## src/rtl/game_pkg.sv

```systemverilog
// -----------------------------------------------------------------------------
// game_pkg
// Shared types and constants for the game sequencer (game_flow_ctl) and its
// one-second prescaler (sec_tick_gen).
//   state_t          : 2-bit FSM state encoding
//   ST_IDLE/PLAY/OVER: FSM state constants
//   SCORE_W/SCORE_MAX: score counter width and saturation value
//   SEC_W            : width of the seconds and hold counters
//   sat_inc()        : saturating +1 for a score counter
// -----------------------------------------------------------------------------
package game_pkg;

  typedef logic [1:0] state_t;

  localparam state_t ST_IDLE = 2'd0;
  localparam state_t ST_PLAY = 2'd1;
  localparam state_t ST_OVER = 2'd2;

  localparam int                 SCORE_W   = 8;
  localparam logic [SCORE_W-1:0] SCORE_MAX = 8'hFF;
  localparam int                 SEC_W     = 7;

  // Scores stop at SCORE_MAX instead of wrapping back to zero.
  function automatic logic [SCORE_W-1:0] sat_inc(input logic [SCORE_W-1:0] s);
    return (s == SCORE_MAX) ? s : s + 8'd1;
  endfunction

endpackage

```

## src/rtl/sec_tick_gen.sv

```systemverilog
// -----------------------------------------------------------------------------
// sec_tick_gen
// Divides pclk down to a one-cycle pulse per second of game time.
// The counter runs 0..CLK_HZ-1 while enabled; o_sec_tick is high on the
// terminal-count cycle only (and only while enabled). Disabling freezes the
// count, so a later enable resumes from where it stopped.
// Ports:
//   i_clk      : pixel clock
//   i_rst_n    : asynchronous active-low reset (count -> 0)
//   i_clr      : synchronous clear to 0, has priority over i_en
//   i_en       : count enable
//   o_sec_tick : terminal-count pulse
// -----------------------------------------------------------------------------
module sec_tick_gen #(
  parameter int CLK_HZ = 65000000
) (
  input  logic i_clk,
  input  logic i_rst_n,
  input  logic i_clr,
  input  logic i_en,
  output logic o_sec_tick
);

  // A 1 Hz clock would give $clog2 of 0; keep at least one bit.
  localparam int               CNT_W = (CLK_HZ > 1) ? $clog2(CLK_HZ) : 1;
  localparam logic [CNT_W-1:0] TC    = CNT_W'(CLK_HZ - 1);

  logic [CNT_W-1:0] r_cnt;
  logic             w_tc;

  assign w_tc       = (r_cnt == TC);
  assign o_sec_tick = i_en && w_tc;

  always_ff @(posedge i_clk or negedge i_rst_n) begin
    if (!i_rst_n) begin
      r_cnt <= '0;
    end else if (i_clr) begin
      r_cnt <= '0;
    end else if (i_en) begin
      r_cnt <= w_tc ? '0 : r_cnt + 1'b1;
    end
  end

endmodule

```

## src/rtl/game_flow_ctl.sv

```systemverilog
// -----------------------------------------------------------------------------
// game_flow_ctl
// Round sequencer for the game-over overlay: IDLE -> PLAY -> OVER -> PLAY ...
// Runs a GAME_SECONDS countdown, accumulates saturating per-player scores from
// hit pulses, and holds the game-over screen for at least HOLD_SECONDS before
// a restart is accepted. All outputs are registered.
//
// Build option: define GAME_FLOW_PAUSE_EN to add the 'pause' input. While
// pause is high in PLAY the prescaler and countdown freeze, hits are dropped
// and 'playing' falls to 0; the FSM stays in PLAY.
//
// Request protocol: start/hit_p1/hit_p2 are single-cycle pulses with no
// ready/acknowledge. A pulse is acted on in the cycle it is seen if the FSM
// can accept it, otherwise it is dropped (never queued).
//
// FSM state is visible outside through time_out (OVER) and playing (PLAY);
// both low means IDLE.
//
// Ports:
//   pclk, rst_n    : pixel clock, asynchronous active-low reset
//   start          : start/restart request pulse
//   players_sel    : 0 = one player, 1 = two players (latched on start)
//   hit_p1, hit_p2 : score event pulses
//   pause          : (GAME_FLOW_PAUSE_EN only) freeze the running round
//   time_out       : 1 while in OVER
//   no_of_players  : latched players_sel
//   player1_score  : player 1 score, saturating at 255
//   player2_score  : player 2 score, saturating at 255 (two-player only)
//   seconds_left   : remaining round seconds
//   playing        : 1 while in PLAY (and not paused)
// -----------------------------------------------------------------------------
module game_flow_ctl
  import game_pkg::*;
#(
  parameter int CLK_HZ       = 65000000,
  parameter int GAME_SECONDS = 99,
  parameter int HOLD_SECONDS = 3
) (
  input  logic               pclk,
  input  logic               rst_n,
  input  logic               start,
  input  logic               players_sel,
  input  logic               hit_p1,
  input  logic               hit_p2,
`ifdef GAME_FLOW_PAUSE_EN
  input  logic               pause,
`endif
  output logic               time_out,
  output logic               no_of_players,
  output logic [SCORE_W-1:0] player1_score,
  output logic [SCORE_W-1:0] player2_score,
  output logic [SEC_W-1:0]   seconds_left,
  output logic               playing
);

  localparam logic [SEC_W-1:0] GAME_SEC = SEC_W'(GAME_SECONDS);
  localparam logic [SEC_W-1:0] HOLD_SEC = SEC_W'(HOLD_SECONDS);

  state_t             r_state;
  logic               r_time_out;
  logic               r_playing;
  logic               r_no_of_players;
  logic [SCORE_W-1:0] r_p1_score;
  logic [SCORE_W-1:0] r_p2_score;
  logic [SEC_W-1:0]   r_seconds_left;
  logic [SEC_W-1:0]   r_hold_cnt;

  logic w_paused;
  logic w_run;
  logic w_hold_done;
  logic w_start_ok;
  logic w_tick_en;
  logic w_sec_tick;

`ifdef GAME_FLOW_PAUSE_EN
  assign w_paused = pause;
`else
  assign w_paused = 1'b0;
`endif

  // w_run: the round is actually advancing this cycle.
  assign w_run       = (r_state == ST_PLAY) && !w_paused;
  assign w_hold_done = (r_hold_cnt == HOLD_SEC);
  // A restart out of OVER is only honoured once the hold time has elapsed.
  assign w_start_ok  = start && ((r_state == ST_IDLE) ||
                                 ((r_state == ST_OVER) && w_hold_done));
  // One prescaler serves both the countdown (PLAY) and the hold timer (OVER).
  assign w_tick_en   = w_run || ((r_state == ST_OVER) && !w_hold_done);

  sec_tick_gen #(
    .CLK_HZ (CLK_HZ)
  ) u_sec_tick_gen (
    .i_clk      (pclk),
    .i_rst_n    (rst_n),
    .i_clr      (w_start_ok),
    .i_en       (w_tick_en),
    .o_sec_tick (w_sec_tick)
  );

  always_ff @(posedge pclk or negedge rst_n) begin
    if (!rst_n) begin
      r_state         <= ST_IDLE;
      r_time_out      <= 1'b0;
      r_playing       <= 1'b0;
      r_no_of_players <= 1'b0;
      r_p1_score      <= '0;
      r_p2_score      <= '0;
      r_seconds_left  <= GAME_SEC;
      r_hold_cnt      <= '0;
    end else if (w_start_ok) begin
      // Same action from IDLE and from an expired OVER.
      r_state         <= ST_PLAY;
      r_time_out      <= 1'b0;
      r_playing       <= 1'b1;
      r_no_of_players <= players_sel;
      r_p1_score      <= '0;
      r_p2_score      <= '0;
      r_seconds_left  <= GAME_SEC;
      r_hold_cnt      <= '0;
    end else begin
      case (r_state)
        ST_IDLE: begin
          r_state <= ST_IDLE;
        end

        ST_PLAY: begin
          r_playing <= !w_paused;
          if (w_run) begin
            // Hits still count on the final-tick cycle.
            if (hit_p1) begin
              r_p1_score <= sat_inc(r_p1_score);
            end
            if (hit_p2 && r_no_of_players) begin
              r_p2_score <= sat_inc(r_p2_score);
            end
            if (w_sec_tick) begin
              if (r_seconds_left <= 7'd1) begin
                r_seconds_left <= '0;
                r_state        <= ST_OVER;
                r_time_out     <= 1'b1;
                r_playing      <= 1'b0;
                r_hold_cnt     <= '0;
              end else begin
                r_seconds_left <= r_seconds_left - 7'd1;
              end
            end
          end
        end

        ST_OVER: begin
          if (w_sec_tick && !w_hold_done) begin
            r_hold_cnt <= r_hold_cnt + 7'd1;
          end
        end

        default: begin
          r_state    <= ST_IDLE;
          r_time_out <= 1'b0;
          r_playing  <= 1'b0;
        end
      endcase
    end
  end

  assign time_out      = r_time_out;
  assign playing       = r_playing;
  assign no_of_players = r_no_of_players;
  assign player1_score = r_p1_score;
  assign player2_score = r_p2_score;
  assign seconds_left  = r_seconds_left;

endmodule

```

## config.mk

```make
export PLATFORM = sky130hd
export DESIGN_NAME = game_flow_ctl
export DESIGN_NICKNAME = d
export VERILOG_FILES = /design/src/rtl/game_pkg.sv /design/src/rtl/sec_tick_gen.sv /design/src/rtl/game_flow_ctl.sv
export SDC_FILE = /design/constraint.sdc
export NUM_CORES = 1
export LEC_CHECK = 0
export BUFFER_PORTS_ARGS = -buffer_cell sky130_fd_sc_hd__clkbuf_2
export CAP_MARGIN = 15
export CORE_ASPECT_RATIO = 2
export CORE_MARGIN = 1.5
export CORE_UTILIZATION = 30
export CTS_CLUSTER_SIZE = 28
export DETAILED_ROUTE_END_ITERATION = 8
export GPL_TIMING_DRIVEN = 0
export PLACE_DENSITY = 0.46
export SYNTH_ARGS = -nofsm -noshare
export SYNTH_HDL_FRONTEND = slang
export SYNTH_HIERARCHICAL = 1
export SYNTH_SLANG_ARGS = --single-unit
```

## constraint.sdc

```tcl
create_clock -name pclk -period 2.8 [get_ports pclk]
set_input_delay 0.42 -clock pclk [delete_from_list [all_inputs] [get_ports pclk]]
set_output_delay 0.42 -clock pclk [all_outputs]
set_load 0.005 [all_outputs]
```

# == Word level (Yosys, flattened, before mapping) ==
# Index checks and enable logic that the tools add are counted.
# op_classes
n_addsub,5
mul,0
n_div,0
magnitude_cmp,1
eq_ne,13
shifts,0
mux,32
bitwise_logic,0
reduce_logical,23
# op_table
op,n
two-way mux 26 bit,3
two-way mux 8 bit,8
two-way mux 7 bit,8
adder 26 x 1 -> 26 bit (second input constant),1
== test 26 bit (second input constant),1
adder 8 x 1 -> 8 bit (second input constant),2
== test 8 bit (second input constant),2
one-hot mux 7 bit (2 select lines),1
AND reduction 3 bit,4
nonzero test 2 bit,5
inequality test 3 x 1 -> 1 bit (second input constant),3
inequality test 2 x 1 -> 1 bit (second input constant),4
adder 7 x 1 -> 7 bit (second input constant),1
== test 7 x 2 -> 1 bit (second input constant),1
<= comparator 7 x 1 -> 1 bit (second input constant),1
subtractor 7 x 1 -> 7 bit (second input constant),1
logical AND 1 bit,6
two-way mux 1 bit,6
two-way mux 2 bit,3
one-hot mux 1 bit (2 select lines),2
one-hot mux 2 bit (2 select lines),1
AND reduction 4 bit,1
nonzero test 3 bit,1
== test 2 x 1 -> 1 bit (second input constant),1
other kinds (6),7
# totals
register_bits,61
latch_bits,0
ram_bits,0
romBits,0
in_bits,6
mem_count,0

# == Depth between registers and ports, before layout ==
# depth
depth_word,9
ltp_mapped,12

# == Hierarchy ==
# Netlist, hierarchy kept.
# by_module_without_submodules
module,instances,cells_per_inst,area_per_inst_um2
game_flow_ctl,1,196,1853.0
sec_tick_gen,1,170,1657.8

# == Worst setup path before layout ==
# Ideal clock, no wire load.
# synth_timing
kind,register to register
startpoint,reg r_hold_cnt[0]
endpoint,reg r_hold_cnt[5]
setup_time_ns,0.073
t_arrival_ns,3.055
slack_ns,-0.328
path_stages_with_launch,12
cell_sequence,dfrtp_1 ha_1 nor4b_1 a21o_1 o21ai_0 clkinv_1 nor2_4 inv_1 o41ai_4 o21ai_2 or3_1 a21oi_2
# synth_between
elab_chain_cells,8
word_cells_on_any_way,18
classes_between,add/sub (1); eq/ne (4); mux (3); reduce/logical (10)
# synth_lines
element,line,rtl
"start, declared",game_flow_ctl.sv:66,logic [SEC_W-1:0] r_hold_cnt;
"start signal, assigned",game_flow_ctl.sv:152,r_hold_cnt <= r_hold_cnt + 7'd1;
== test 7 x 2 -> 1 bit (*),game_flow_ctl.sv:83,assign w_hold_done = (r_hold_cnt == HOLD_SEC);
logical NOT 1 bit (*),game_flow_ctl.sv:88,assign w_tick_en = w_run || ((r_state == ST_OVER) && !w_hold_done);
logical AND 1 bit (*),game_flow_ctl.sv:88,
logical OR 1 bit (*),game_flow_ctl.sv:88,
via w_tick_en,game_flow_ctl.sv:72,logic w_tick_en;
logical AND 1 bit (*),sec_tick_gen.sv:32,assign o_sec_tick = i_en && w_tc;
via w_sec_tick,game_flow_ctl.sv:73,logic w_sec_tick;
logical AND 1 bit,game_flow_ctl.sv:151,if (w_sec_tick && !w_hold_done) begin
inequality test 3 x 1 -> 1 bit (no line),--,
AND reduction 4 bit (no line) (*),--,
# Mark *: on every way through the listed nets, which the timed path passes. The rest lies on a longest branch. The select of a mux whose other input is x is not followed.
# A chain may end at the register's enable or synchronous reset.

# == Worst setup path after layout ==
# layout_timing
startpoint,reg u_sec_tick_gen.r_cnt[7]
endpoint,reg r_hold_cnt[5]
# layout_between
elab_chain_cells,5
word_cells_on_any_way,6
classes_between,eq/ne (3); reduce/logical (3)
# layout_lines
element,line,rtl
"start, declared",sec_tick_gen.sv:28,logic [CNT_W-1:0] r_cnt;
"start signal, assigned",sec_tick_gen.sv:40,r_cnt <= w_tc ? '0 : r_cnt + 1'b1;
== test 26 bit (*),sec_tick_gen.sv:31,assign w_tc = (r_cnt == TC);
logical AND 1 bit (*),sec_tick_gen.sv:32,
via w_sec_tick,game_flow_ctl.sv:73,
logical AND 1 bit,game_flow_ctl.sv:151,
inequality test 3 x 1 -> 1 bit (no line),--,
AND reduction 4 bit (no line) (*),--,
# Mark *: on every way through the listed nets, which the timed path passes. The rest lies on a longest branch.

==> results.toml <==
[drt]
remaining_drc_errors = 0
via_per_inst = 5.349
routed_wire_length_per_instance_um = 17.30
first_iter_violations = 112
drt_pre_antenna_iters = 4
final_antenna_net_count = 0
wl_um = 9859
vias = 3049

[run_status]
run_status = "finished, final reports clean"

[critical_path]
critical_path.max_fanout = 8
rrSetupSlack_ps = 100
critPathCaptureType = "flip-flop"
critical_path.startpoint_type = "flip-flop"
worst-endpoint-required_ps = 3060
crit_type = "flip-flop to flip-flop"
critPathArrivalTime_ps = 2950

[power_and_ir_drop]
total_power_mw = 2.702
worst_ir_drop_vdd_v = 0.0003030
leakage_power_figure_nw = 1.922
power.density_cell_area_nw_per_um2 = 620.1

[timing]
worst_setup_slack_final_ps = 104.2
slew_headroom = 0.3625
hold-worst-slack_ps = 90.74
timing.clock.skew_ps = 5.294
finalSetupViolations = 0
hold_viol_final = 0
post-route-min-period_ps = 2696
period_share = 0.9628
timing.fmax_mhz = 370.9
tightestPinTransition_ps = 948.9
final-max-slew-violation-count = 0

[global_routing]
vias_in_the_first_global_route = 3192
antenna_found_initial = 0
grt_overflow_total = 0
grt_total_usage = 0.1750
grt_start_max_net_pins = 62
grt_pass1_wl_um = 16390

[clocking]
cts_tree = "built"
cts.reportedPaths.clkPinSlew_ps = 50
ctsHoldBuffers = 0
cts.sink_count = 61
cts.htree.levels = 3
cts_buffers = 9
worst_skew_pair.late_latency_ps = 330
clockBufferDepth = 2
cts_root_buf = "sky130_fd_sc_hd__clkbuf_16"

[placed_design]
post-dp-hpwl_um = 7108
io_buffer_count = 31
gp_congestion = 0.7879
dp_slack_ps = -1044

[synth]
post_synth.cell_area_avg_um2 = 9.593
synth-edff-count = 0
ys_seq_area_frac = 0.4362
synth-async-reset-ratio = 1.000
ys_types = 74
synthesis.nets = 378
synthesis.instances = 366
postSynthRegisterBits = 61
synthesis.area_um2 = 3511
yosys_warnings = 6
dominantRegCellSynth = "sky130_fd_sc_hd__dfrtp_1"

[layout]
commonest_non_fill_non_tap_cell_in_the_layout = "sky130_fd_sc_hd__dfrtp_1"
fin_util = 0.3837
mostFrequentLayoutCells = "52 x sky130_fd_sc_hd__dfrtp_1, 41 x sky130_fd_sc_hd__nor2_1, 32 x sky130_fd_sc_hd__nand2_1"
drive_gt1_frac = 0.2617
final_layout_net_count = 435
num-fill-cells = 1182
synthToLayoutAreaGrowth_pct = 24.09
num_antenna_cells = 0

[die]
die_w_um = 79.50
num_rows = 55
core-area_um2 = 11350
fp.dieH_um = 156.0
initial_core_utilization = 0.3092
ios = 32
die-area_um2 = 12400

[job]
cap_viol_max_count = 0

[hold_path]
hold_path_class = "input port to async pin"
[flip-flops by register name (all words and copies together), names as in the netlist]
register / count
player2_score: 8
u_sec_tick_gen/r_cnt: 26
no_of_players: 1
time_out: 1
playing: 1
r_hold_cnt: 7
seconds_left: 7
player1_score: 8
r_state: 2
[report_power, final]
group          leakage [nW]  switching [mW]  total (mW)  internal, mW
Clock                 0.140           0.391        1.06         0.671
Sequential            0.796           0.181        1.18          1.00
Combinational         0.985           0.250       0.458         0.208
[area by class of cell]
class                           instances  area (µm²)  share of cell area
Clock buffer                           15       277.8             0.06376
Tap cell                              142       177.7             0.04078
Timing Repair Buffer                   48       305.3             0.07007
Sequential cell                        61        1538              0.3530
Clock inverter                          1       5.005            0.001149
Buffer                                 10       58.81             0.01350
Multi-Input combinational cell        283        1952              0.4480
Inverter                               10       42.54            0.009764
[final timing paths]
| kind | start | endpoint | depth (start not counted) |
|---|---|---|---|
| max | u_sec_tick_gen/r_cnt[7] | r_hold_cnt[5] | 10 |
| min | rst_n | u_sec_tick_gen/r_cnt[8] | 2 |
| max reg2reg | u_sec_tick_gen/r_cnt[7] | r_hold_cnt[5] | 10 |
| min reg2reg | no_of_players | no_of_players | 2 |
| max in group asynchronous | rst_n | seconds_left[0] | 2 |
| min in group pclk | players_sel | no_of_players | 3 |
[synthesized netlist by cell type (all sizes together), types with 2 or more instances]
master,n,area share
a21o,2,0.0043
or2,2,0.0036
o21ai,22,0.034
nor3,22,0.031
and2,2,0.0036
or4,3,0.0075
clkbuf,10,0.014
and2b,3,0.0071
buf,2,0.0025
xnor2,8,0.020
or3,4,0.0071
dfstp,4,0.030
nand4,10,0.024
a21oi,16,0.024
nor3b,4,0.011
o211ai,5,0.011
ha,6,0.021
nand2,33,0.036
xor2,13,0.032
nor4,3,0.011
a32o,4,0.011
and3,7,0.012
o2111ai,3,0.0075
nand3,17,0.024
inv,9,0.0096
and4,5,0.013
dfrtp,57,0.41
nor4b,9,0.022
mux2i,3,0.0086
a311oi,2,0.0050
nor2,43,0.050
o21ba,3,0.0086
a31o,7,0.017
[cell families after synthesis]
group / share of synthesized area
AO/OA/AOI/OAI: 0.1647
XOR/XNOR: 0.05239
adder cells (fa/ha/maj): 0.02138
buffers and inverters: 0.02708
flip-flops: 0.4362
multiplexers: 0.01176
AND/OR/NAND/NOR: 0.2865
[through the flow]
stage                     instances  area, µm²  TNS, ps
after floorplan                 366       3516        0
after global placement          539       3849   -22100
after detailed placement        540       3879   -22560
after CTS                       560       4237        0
after global routing            570       4357   -1.813
final                           570       4357        0
[critical path: stages (launching register included)]
cell and delay (ps):
sky130_fd_sc_hd__dfrtp_2 470, sky130_fd_sc_hd__nor3b_4 240, sky130_fd_sc_hd__nand4bb_4 180, sky130_fd_sc_hd__or3_4 450, sky130_fd_sc_hd__nor2_4 150, sky130_fd_sc_hd__buf_4 140
sky130_fd_sc_hd__nand3b_1 130, sky130_fd_sc_hd__a21oi_2 220, sky130_fd_sc_hd__o21ai_4 120, sky130_fd_sc_hd__or3_1 370, sky130_fd_sc_hd__a21oi_2 140
[per-layer routing]
metal | GRT usage | vias up | part of all wire
li1 | - | 1481 | -
met1 | 0.1727 | 1516 | 0.36
met2 | 0.3430 | 37 | 0.60
met3 | 0.02924 | 15 | 0.019
met4 | 0.07435 | 0 | 0.022
met5 | 0 | - | 0
[repair_timing]
action                     CTS  global route
resized for setup           10            14
setup endpoints to repair   38            28
buffers inserted             5            11
pin swaps                    2             5
Power figures use the tool's default switching activity.
